$ cat src/rtl/step_scheduler.sv
// step_scheduler: per-tick stepper pulse scheduler with accumulator spacing.
// Optional soft position limit when STEP_SCHED_POS_LIMIT_EN is defined.
module step_scheduler #(
  parameter int CLK_PER_TICK = 500_000,
  parameter int PULSE_WIDTH  = 100,
  parameter int DIR_SETUP    = 50,
  parameter int MAX_STEPS    = 200,
  parameter int POS_LIMIT    = 1600
) (
  input  logic               clock,
  input  logic               reset,
  input  logic               sim_tick,
  input  logic signed [15:0] delta_steps,
  output logic               step,
  output logic               dir,
  output logic               busy,
  output logic signed [15:0] position,
  output logic               overrun,
  output logic               saturated,
  output logic               limit_hit
);

  localparam int AW = $clog2(CLK_PER_TICK + MAX_STEPS) + 1;
  localparam int NW = $clog2(MAX_STEPS + 1);
  localparam int PW = $clog2(PULSE_WIDTH + 1);
  localparam int SW = $clog2(DIR_SETUP + 1);

  localparam logic [AW-1:0] PERIOD = AW'(CLK_PER_TICK);
  localparam logic [AW-1:0] HALF   = AW'(CLK_PER_TICK / 2);
  localparam logic [16:0]   MAX17  = 17'(MAX_STEPS);
  localparam logic [NW-1:0] MAXN   = NW'(MAX_STEPS);
  localparam logic [PW-1:0] PLAST  = PW'(PULSE_WIDTH - 1);
  localparam logic [SW-1:0] SLOAD  = SW'(DIR_SETUP);

  typedef enum logic [1:0] {
    IDLE,
    SETUP,
    RUN
  } state_t;

  state_t        state;
  logic [AW-1:0] acc;
  logic [NW-1:0] n;
  logic [NW-1:0] remaining;
  logic [PW-1:0] pcnt;
  logic [SW-1:0] scnt;
  logic          sat_d;

  logic [16:0]   mag;
  logic          sat_now;
  logic [NW-1:0] n_new;
  logic          new_dir;
  logic [AW-1:0] acc_sum;
  logic          fire;
  logic          blocked;

  // 17-bit magnitude so -32768 clamps without overflowing
  always_comb begin
    mag     = delta_steps[15] ? (17'd0 - {1'b1, delta_steps})
                              : {1'b0, delta_steps};
    sat_now = mag > MAX17;
    n_new   = sat_now ? MAXN : mag[NW-1:0];
    new_dir = ~delta_steps[15];
    acc_sum = acc + AW'(n);
    fire    = (acc_sum >= PERIOD) && (remaining != '0);
  end

`ifdef STEP_SCHED_POS_LIMIT_EN
  localparam logic signed [15:0] PLIM = 16'(POS_LIMIT);
  localparam logic signed [15:0] NLIM = -PLIM;

  logic lim_dir;

  always_comb begin
    blocked = dir ? (position >= PLIM) : (position <= NLIM);
  end

  // sticky until motion resumes away from the limit that was hit
  always_ff @(posedge clock or negedge reset) begin
    if (!reset) begin
      limit_hit <= 1'b0;
      lim_dir   <= 1'b1;
    end else if (!sim_tick && state == RUN && fire) begin
      if (blocked) begin
        limit_hit <= 1'b1;
        lim_dir   <= dir;
      end else if (dir != lim_dir) begin
        limit_hit <= 1'b0;
      end
    end
  end
`else
  assign blocked   = 1'b0;
  assign limit_hit = 1'b0;
`endif

  always_ff @(posedge clock or negedge reset) begin
    if (!reset) begin
      state     <= IDLE;
      acc       <= '0;
      n         <= '0;
      remaining <= '0;
      pcnt      <= '0;
      scnt      <= '0;
      sat_d     <= 1'b0;
      step      <= 1'b0;
      dir       <= 1'b1;
      busy      <= 1'b0;
      position  <= '0;
      overrun   <= 1'b0;
      saturated <= 1'b0;
    end else begin
      overrun   <= 1'b0;
      sat_d     <= 1'b0;
      saturated <= sat_d;

      // pulse timer runs independently so retargeting never truncates it
      if (step) begin
        if (pcnt == '0) step <= 1'b0;
        else pcnt <= pcnt - 1'b1;
      end

      if (sim_tick) begin
        overrun   <= (state != IDLE) && (remaining != '0);
        sat_d     <= sat_now;
        n         <= n_new;
        remaining <= n_new;
        acc       <= HALF;
        if (n_new == '0) begin
          state <= IDLE;
          busy  <= 1'b0;
        end else if (new_dir != dir) begin
          dir   <= new_dir;
          scnt  <= SLOAD;
          state <= SETUP;
          busy  <= 1'b1;
        end else begin
          state <= RUN;
          busy  <= 1'b1;
        end
      end else begin
        unique case (state)
          IDLE: ;
          SETUP: begin
            if (scnt == '0) state <= RUN;
            else scnt <= scnt - 1'b1;
          end
          RUN: begin
            if (fire) begin
              acc       <= acc_sum - PERIOD;
              remaining <= remaining - 1'b1;
              if (!blocked) begin
                step     <= 1'b1;
                pcnt     <= PLAST;
                position <= dir ? position + 16'sd1
                                : position - 16'sd1;
              end
            end else begin
              acc <= acc_sum;
            end
            if (remaining == '0 && (!step || pcnt == '0)) begin
              state <= IDLE;
              busy  <= 1'b0;
            end
          end
          default: begin
            state <= IDLE;
            busy  <= 1'b0;
          end
        endcase
      end
    end
  end

endmodule

$ cat config.mk
export PLATFORM = sky130hd
export DESIGN_NAME = step_scheduler
export DESIGN_NICKNAME = d
export VERILOG_FILES = /design/src/rtl/step_scheduler.sv
export SDC_FILE = /design/constraint.sdc
export NUM_CORES = 1
export LEC_CHECK = 0
export CELL_PAD_IN_SITES_DETAIL_PLACEMENT = 0
export CELL_PAD_IN_SITES_GLOBAL_PLACEMENT = 1
export CORE_UTILIZATION = 45
export CTS_CLUSTER_SIZE = 30
export DETAILED_ROUTE_END_ITERATION = 10
export GPL_TIMING_DRIVEN = 0
export PLACE_DENSITY_LB_ADDON = 0.3
export SKIP_CTS_REPAIR_TIMING = 1
export SLEW_MARGIN = 40
export SYNTH_ARGS = -nofsm -noshare
export SYNTH_HDL_FRONTEND = slang
export SYNTH_SLANG_ARGS = --single-unit
$ cat constraint.sdc
create_clock -name clock -period 3.72 [get_ports clock]
set_input_delay 0.372 -clock clock [delete_from_list [all_inputs] [get_ports clock]]
set_output_delay 0.372 -clock clock [all_outputs]
set_load 0.1 [all_outputs]
; Word-level counts from Yosys, hierarchy flattened
; Index checks and enable logic that the tools add are counted.
[word_totals]
ff_bits = 73
in_bits = 19
output_inout_bits = 22
[classes]
addsub = 8
order_cmp = 2
eq_ne = 10
mux = 36
n_bitwise = 3
reduce_logical = 22
[ops]
columns = operator, n
row1 = 20-bit 2-to-1 mux, 3
row2 = 7-bit 2-to-1 mux, 5
row3 = 8-bit 2-to-1 mux, 4
row4 = 6-bit 2-to-1 mux, 5
row5 = 20-bit by 8-bit adder with 20-bit output, 1
row6 = 20-bit by 19-bit >= comparator with 1-bit output (second input constant), 1
row7 = 20-bit by 19-bit subtractor with 20-bit output (second input constant), 1
row8 = 17-bit by 8-bit greater-than comparator with 1-bit output (second input constant), 1
row9 = 17-bit 2-to-1 mux, 1
row10 = 1-bit by 17-bit subtractor with 17-bit output (first input constant), 1
row11 = 16-bit by 2-bit adder with 16-bit output (second input constant), 1
row12 = 8-bit logical NOT, 2
row13 = 16-bit 2-to-1 mux, 1
row14 = 16-bit by 2-bit subtractor with 16-bit output (second input constant), 1
row15 = 1-bit 2-to-1 mux, 10
row16 = 2-bit 2-to-1 mux, 5
row17 = 3-bit AND reduction, 3
row18 = 2-bit nonzero test, 4
row19 = 8-bit nonzero test, 1
row20 = 8-bit by 1-bit subtractor with 8-bit output (second input constant), 1
row21 = 7-bit logical NOT, 1
row22 = 7-bit by 1-bit subtractor with 7-bit output (second input constant), 1
row23 = 6-bit logical NOT, 1
row24 = 2-bit != test (second input constant), 3
row25 = 16 further kinds, 23

; Longest topological paths before layout
[logic_depth]
word_depth = 7
mapped_depth = 14
depth_no_buf = 14

; Worst setup path before layout
; Ideal clock, no wire load.
[synth_timing]
path_kind = reg2reg
from = reg dir
to = reg position[14]
setup_ps = 95
arrival_ps = 3370
setup_slack_ps = 255
stages_incl_launch_ff = 12
path_buffers = 0
period_less_slack_ps = 3465
path_cell_list = dfstp_2 -> inv_1 -> fa_1 -> a21o_1 -> a21oi_1 -> o21bai_1 -> a211o_1 -> a31oi_1 -> a211oi_1 -> o21ai_0 -> a21boi_0 -> o31ai_1
[synth_via]
elab_chain_cells = 1
[synth_lines]
columns = item, line
row1 = start: declaration, 15  ; output logic dir,
row2 = start signal: assignment, 133  ; dir <= new_dir;
row3 = 16-bit 2-to-1 mux, 155  ; position <= dir ? position + 16'sd1
row4 = end signal: assignment, 155
row5 = end: declaration, 17  ; output logic signed [15:0] position,
; No other way between the ends.
; A chain may end at the register's enable or synchronous reset.

; Worst setup path in the final report
[layout_timing]
from = reg acc[1]
to = reg position[11]
[layout_via]
elab_chain_cells = 4
[layout_lines]
columns = item, line
row1 = start: declaration, 42  ; logic [AW-1:0] acc;
row2 = start signal: assignment, 150  ; acc <= acc_sum - PERIOD;
row3 = start signal: assignment, 159  ; acc <= acc_sum;
row4 = 20-bit by 8-bit adder with 20-bit output, 64  ; acc_sum = acc + AW'(n);
row5 = 20-bit by 19-bit >= comparator with 1-bit output, 65  ; fire = (acc_sum >= PERIOD) && (remaining != '0);
row6 = 1-bit logical AND, 65
row7 = 3-bit AND reduction (no line), n/a
; No other way between the ends.

==> flow_metrics.py <==
metrics = {
    "status": {
        "status": "finished clean",
    },
    "synthesis": {
        "syn_nets": 707,
        "ys_ff_latch": 73,
        "seq_area_frac_synth_pct": 31.4,
        "syn_area_per_cell_um2": 8.87,
        "synth-edff-count": 0,
        "ys_types": 90,
        "synthFlopType": "dfrtp_1",
        "syn_inst": 656,
        "yosysWarnings": 0,
        "ys_async_sr_fraction_pct": 100,
        "syn_area_um2": 5820,
    },
    "clock_network": {
        "cts.sinks": 73,
        "cts_max_path_buffers": 2,
        "cts_tree": "built",
        "clockRootBuffer": "clkbuf_16",
        "cts_buffers": 9,
        "clk_latency_ps": 340,
        "htree_levels": 3,
        "clkTransAtPathRegs_ps": 60,
    },
    "route": {
        "routed_via_density": 5.86,
        "drcViolationCount": 0,
        "drt_first_pass_iters": 5,
        "vias": 5245,
        "wl_mm": 15.2,
        "wl_per_cell_um": 16.9,
        "drt_iter0_drc": 290,
        "ant_nets": 0,
    },
    "sta": {
        "hold_viol_final": 0,
        "max_freq_mhz": 281,
        "finalWorstPathRequiredPeriod_ps": 3560,
        "finalCritPeriodShare_pct": 95.6,
        "setup_tns_ps": 0,
        "slew_viol_final": 0,
        "finalSetupViolCount": 0,
        "slew_headroom_pct": 53.3,
        "tightest_slew_ps": 699,
        "clock_skew_ps": 7.86,
    },
    "setup_path": {
        "cp.arrival_ps": 3780,
        "endpoint_kind": "register",
        "path_cells": "ha_1, a211oi_4, o211a_2, o21a_1, o221ai_1, a21oi_2, o211ai_4, a211oi_4, buf_4, mux2_2",
        "cp_slowest_cell": "dfrtp_1",
        "critPathMostFrequentCell": "a211oi_4",
        "worstPathMaxFanout": 10,
        "start_kind": "register",
        "reg2reg_from": "acc[1]",
        "critical_path_class": "register to register",
        "slowest_delay_ps": 420,
        "worst_ep_required_time_ps": 3940,
        "startpoint": "acc[1]",
    },
    "min_path": {
        "hp-class": "register to register",
        "worstHoldStart": "sat_d",
    },
    "floorplan": {
        "die_w_um": 116,
        "io_pins": 41,
        "fp.dieH_um": 116,
        "die-area_um2": 13400,
        "rows": 41,
        "coreArea_um2": 12600,
        "initial_core_util_pct": 46.1,
    },
    "power": {
        "pwr-share-comb_pct": 55.4,
        "ir_drop_uv": 478,
        "powerDensity_nw_per_um2": 671,
        "swShare_pct": 48.7,
        "p_int_mw": 2.35,
        "p_switching_mw": 2.23,
        "clkPwrFrac_pct": 19.5,
        "leakage_nw": 2.86,
        "finalPower_mw": 4.58,
        "pwr-share-seq_pct": 25.1,
    },
    "layout": {
        "fillers": 1180,
        "final_net_count": 769,
        "area_delta_synth_final_pct": 17.4,
        "n_antenna_cell": 0,
        "drive_gt1_share_pct": 17.0,
    },
    "global_route": {
        "grt_pass1_vias": 5026,
        "antenna_found_initial": 0,
        "grt_use_total_pct": 23.7,
        "overflow": 0,
        "grt_start_max_net_pins": 48,
        "grt_pass1_wl_mm": 24.7,
    },
    "place": {
        "io_buffers": 36,
        "place_congestion": 0.862,
        "hpwlAfterDp_mm": 11.0,
    },
    "job": {
        "maxCapViolCount": 0,
    },
}
==> per-stage QoR <==
stage | utilization (%) | setup WS, ps | cells | area [um2] | hold WS (ps)
3_3_place_gp | 50.6 | -398 | 864 | 6390 | 354
3_5_place_dp | 50.1 | -443 | 865 | 6320 | 265
6_report | 54.1 | 162 | 895 | 6830 | 359
5_1_grt | 54.1 | -23.0 | 895 | 6830 | 373
4_1_cts | 52.5 | -497 | 881 | 6620 | -98.3
2_1_floorplan | - | 255 | 656 | 5820 | 76.4
==> registers in the layout, summed over array words and instances (netlist names), 2 cells and up <==
| name | count |
|---|---|
| pcnt | 7 |
| n | 8 |
| remaining | 8 |
| acc | 20 |
| scnt | 6 |
| position | 16 |
| state | 2 |
==> cells in the mapped netlist (all sizes together), types with 16 or more instances <==
| library cell | instances | area, um2 |
|---|---|---|
| nand2 | 50 | 188 |
| a21oi | 40 | 204 |
| clkbuf | 16 | 60.1 |
| mux2 | 18 | 203 |
| dfrtp | 72 | 1800 |
| nor2 | 55 | 209 |
| ha | 30 | 375 |
| o21ai | 39 | 214 |
| xnor2 | 30 | 263 |
| nor3 | 22 | 110 |
| nand3 | 23 | 115 |
| inv | 28 | 105 |
==> worst max-delay path: cells and delay by family (launching register included) <==
kind,cells,cell delay (ps)
AO/OA/AOI/OAI,7,2020
buffers and inverters,1,260
multiplexers,1,350
adder cells (fa/ha/maj),1,370
flip-flops,1,420
==> path summary, 6_finish.rpt <==
check / endpoint / cells past startpoint / slack, ps
min in group asynchronous: position[5] / 2 / 480
min reg2reg: saturated / 0 / 360
min: saturated / 0 / 360
max in group asynchronous: dir / 3 / 2670
max: position[11] / 10 / 160
max reg2reg: position[11] / 10 / 160
==> power by group through the flow <==
stage	Clock [mW]	Combinational, mW	Sequential [mW]
floorplan	0	1.31	1.79
global placement	0	2.46	1.15
detailed placement	0	2.42	1.16
CTS	0.907	2.43	1.15
global route	0.933	2.75	1.18
finish	0.891	2.54	1.15
==> area by class of cell <==
| class | count | area, um2 | share of cell area [%] |
|---|---|---|---|
| Sequential cell | 73 | 1830 | 26.8 |
| Multi-Input combinational cell | 525 | 3830 | 56.2 |
| Inverter | 29 | 113 | 1.65 |
| Buffer | 29 | 146 | 2.14 |
| Timing Repair Buffer | 51 | 392 | 5.74 |
| Clock buffer | 12 | 246 | 3.61 |
| Tap cell | 172 | 215 | 3.15 |
| Clock inverter | 4 | 52.6 | 0.770 |
==> kinds of logic (layout without fill, tap and decap cells) <==
| family | count (synthesis) | in the layout | share of synthesized area (%) |
|---|---|---|---|
| XOR/XNOR | 39 | 39 | 5.87 |
| adder cells (fa/ha/maj) | 32 | 32 | 7.14 |
| other | 1 | 1 | 0.0645 |
| flip-flops | 73 | 73 | 31.4 |
| multiplexers | 27 | 27 | 5.03 |
| buffers and inverters | 58 | 125 | 4.37 |
| AO/OA/AOI/OAI | 193 | 193 | 25.0 |
| AND/OR/NAND/NOR | 233 | 233 | 21.1 |
==> routing by layer <==
layer  track usage (%)  vias to the layer above  wire, um
met2              40.2                      109      7420
li1                  -                     2574         -
met1              31.2                     2540      6990
met4              7.78                        0       254
met5                 0                        -         0
met3              3.45                       22       496
==> placed cells by master, fill, tap and decap left out, types with 5 or more instances in the layout <==
| master | n |
|---|---|
| nand4_1 | 6 |
| nor3_1 | 21 |
| o211ai_1 | 8 |
| or3_1 | 5 |
| a22oi_1 | 5 |
| mux2_2 | 18 |
| a211oi_1 | 6 |
| xor2_1 | 9 |
| o21ai_0 | 35 |
| a31oi_1 | 7 |
| nand4b_1 | 5 |
| nor2_1 | 54 |
| nand3_1 | 23 |
| inv_1 | 27 |
| nor4_1 | 10 |
| o21a_1 | 8 |
| o2111ai_1 | 8 |
| dfrtp_1 | 72 |
| a21o_1 | 12 |
| xnor2_1 | 30 |
| clkbuf_16 | 9 |
| nand2_1 | 50 |
| ha_1 | 30 |
| clkbuf_1 | 17 |
| buf_4 | 17 |
| mux2i_1 | 9 |
| and2_1 | 6 |
| nand2b_1 | 5 |
| nor2b_1 | 12 |
| buf_2 | 26 |
| a21oi_1 | 37 |
| clkdlybuf4s50_1 | 14 |
| nand3b_1 | 6 |
Power figures use the tool's default switching activity.
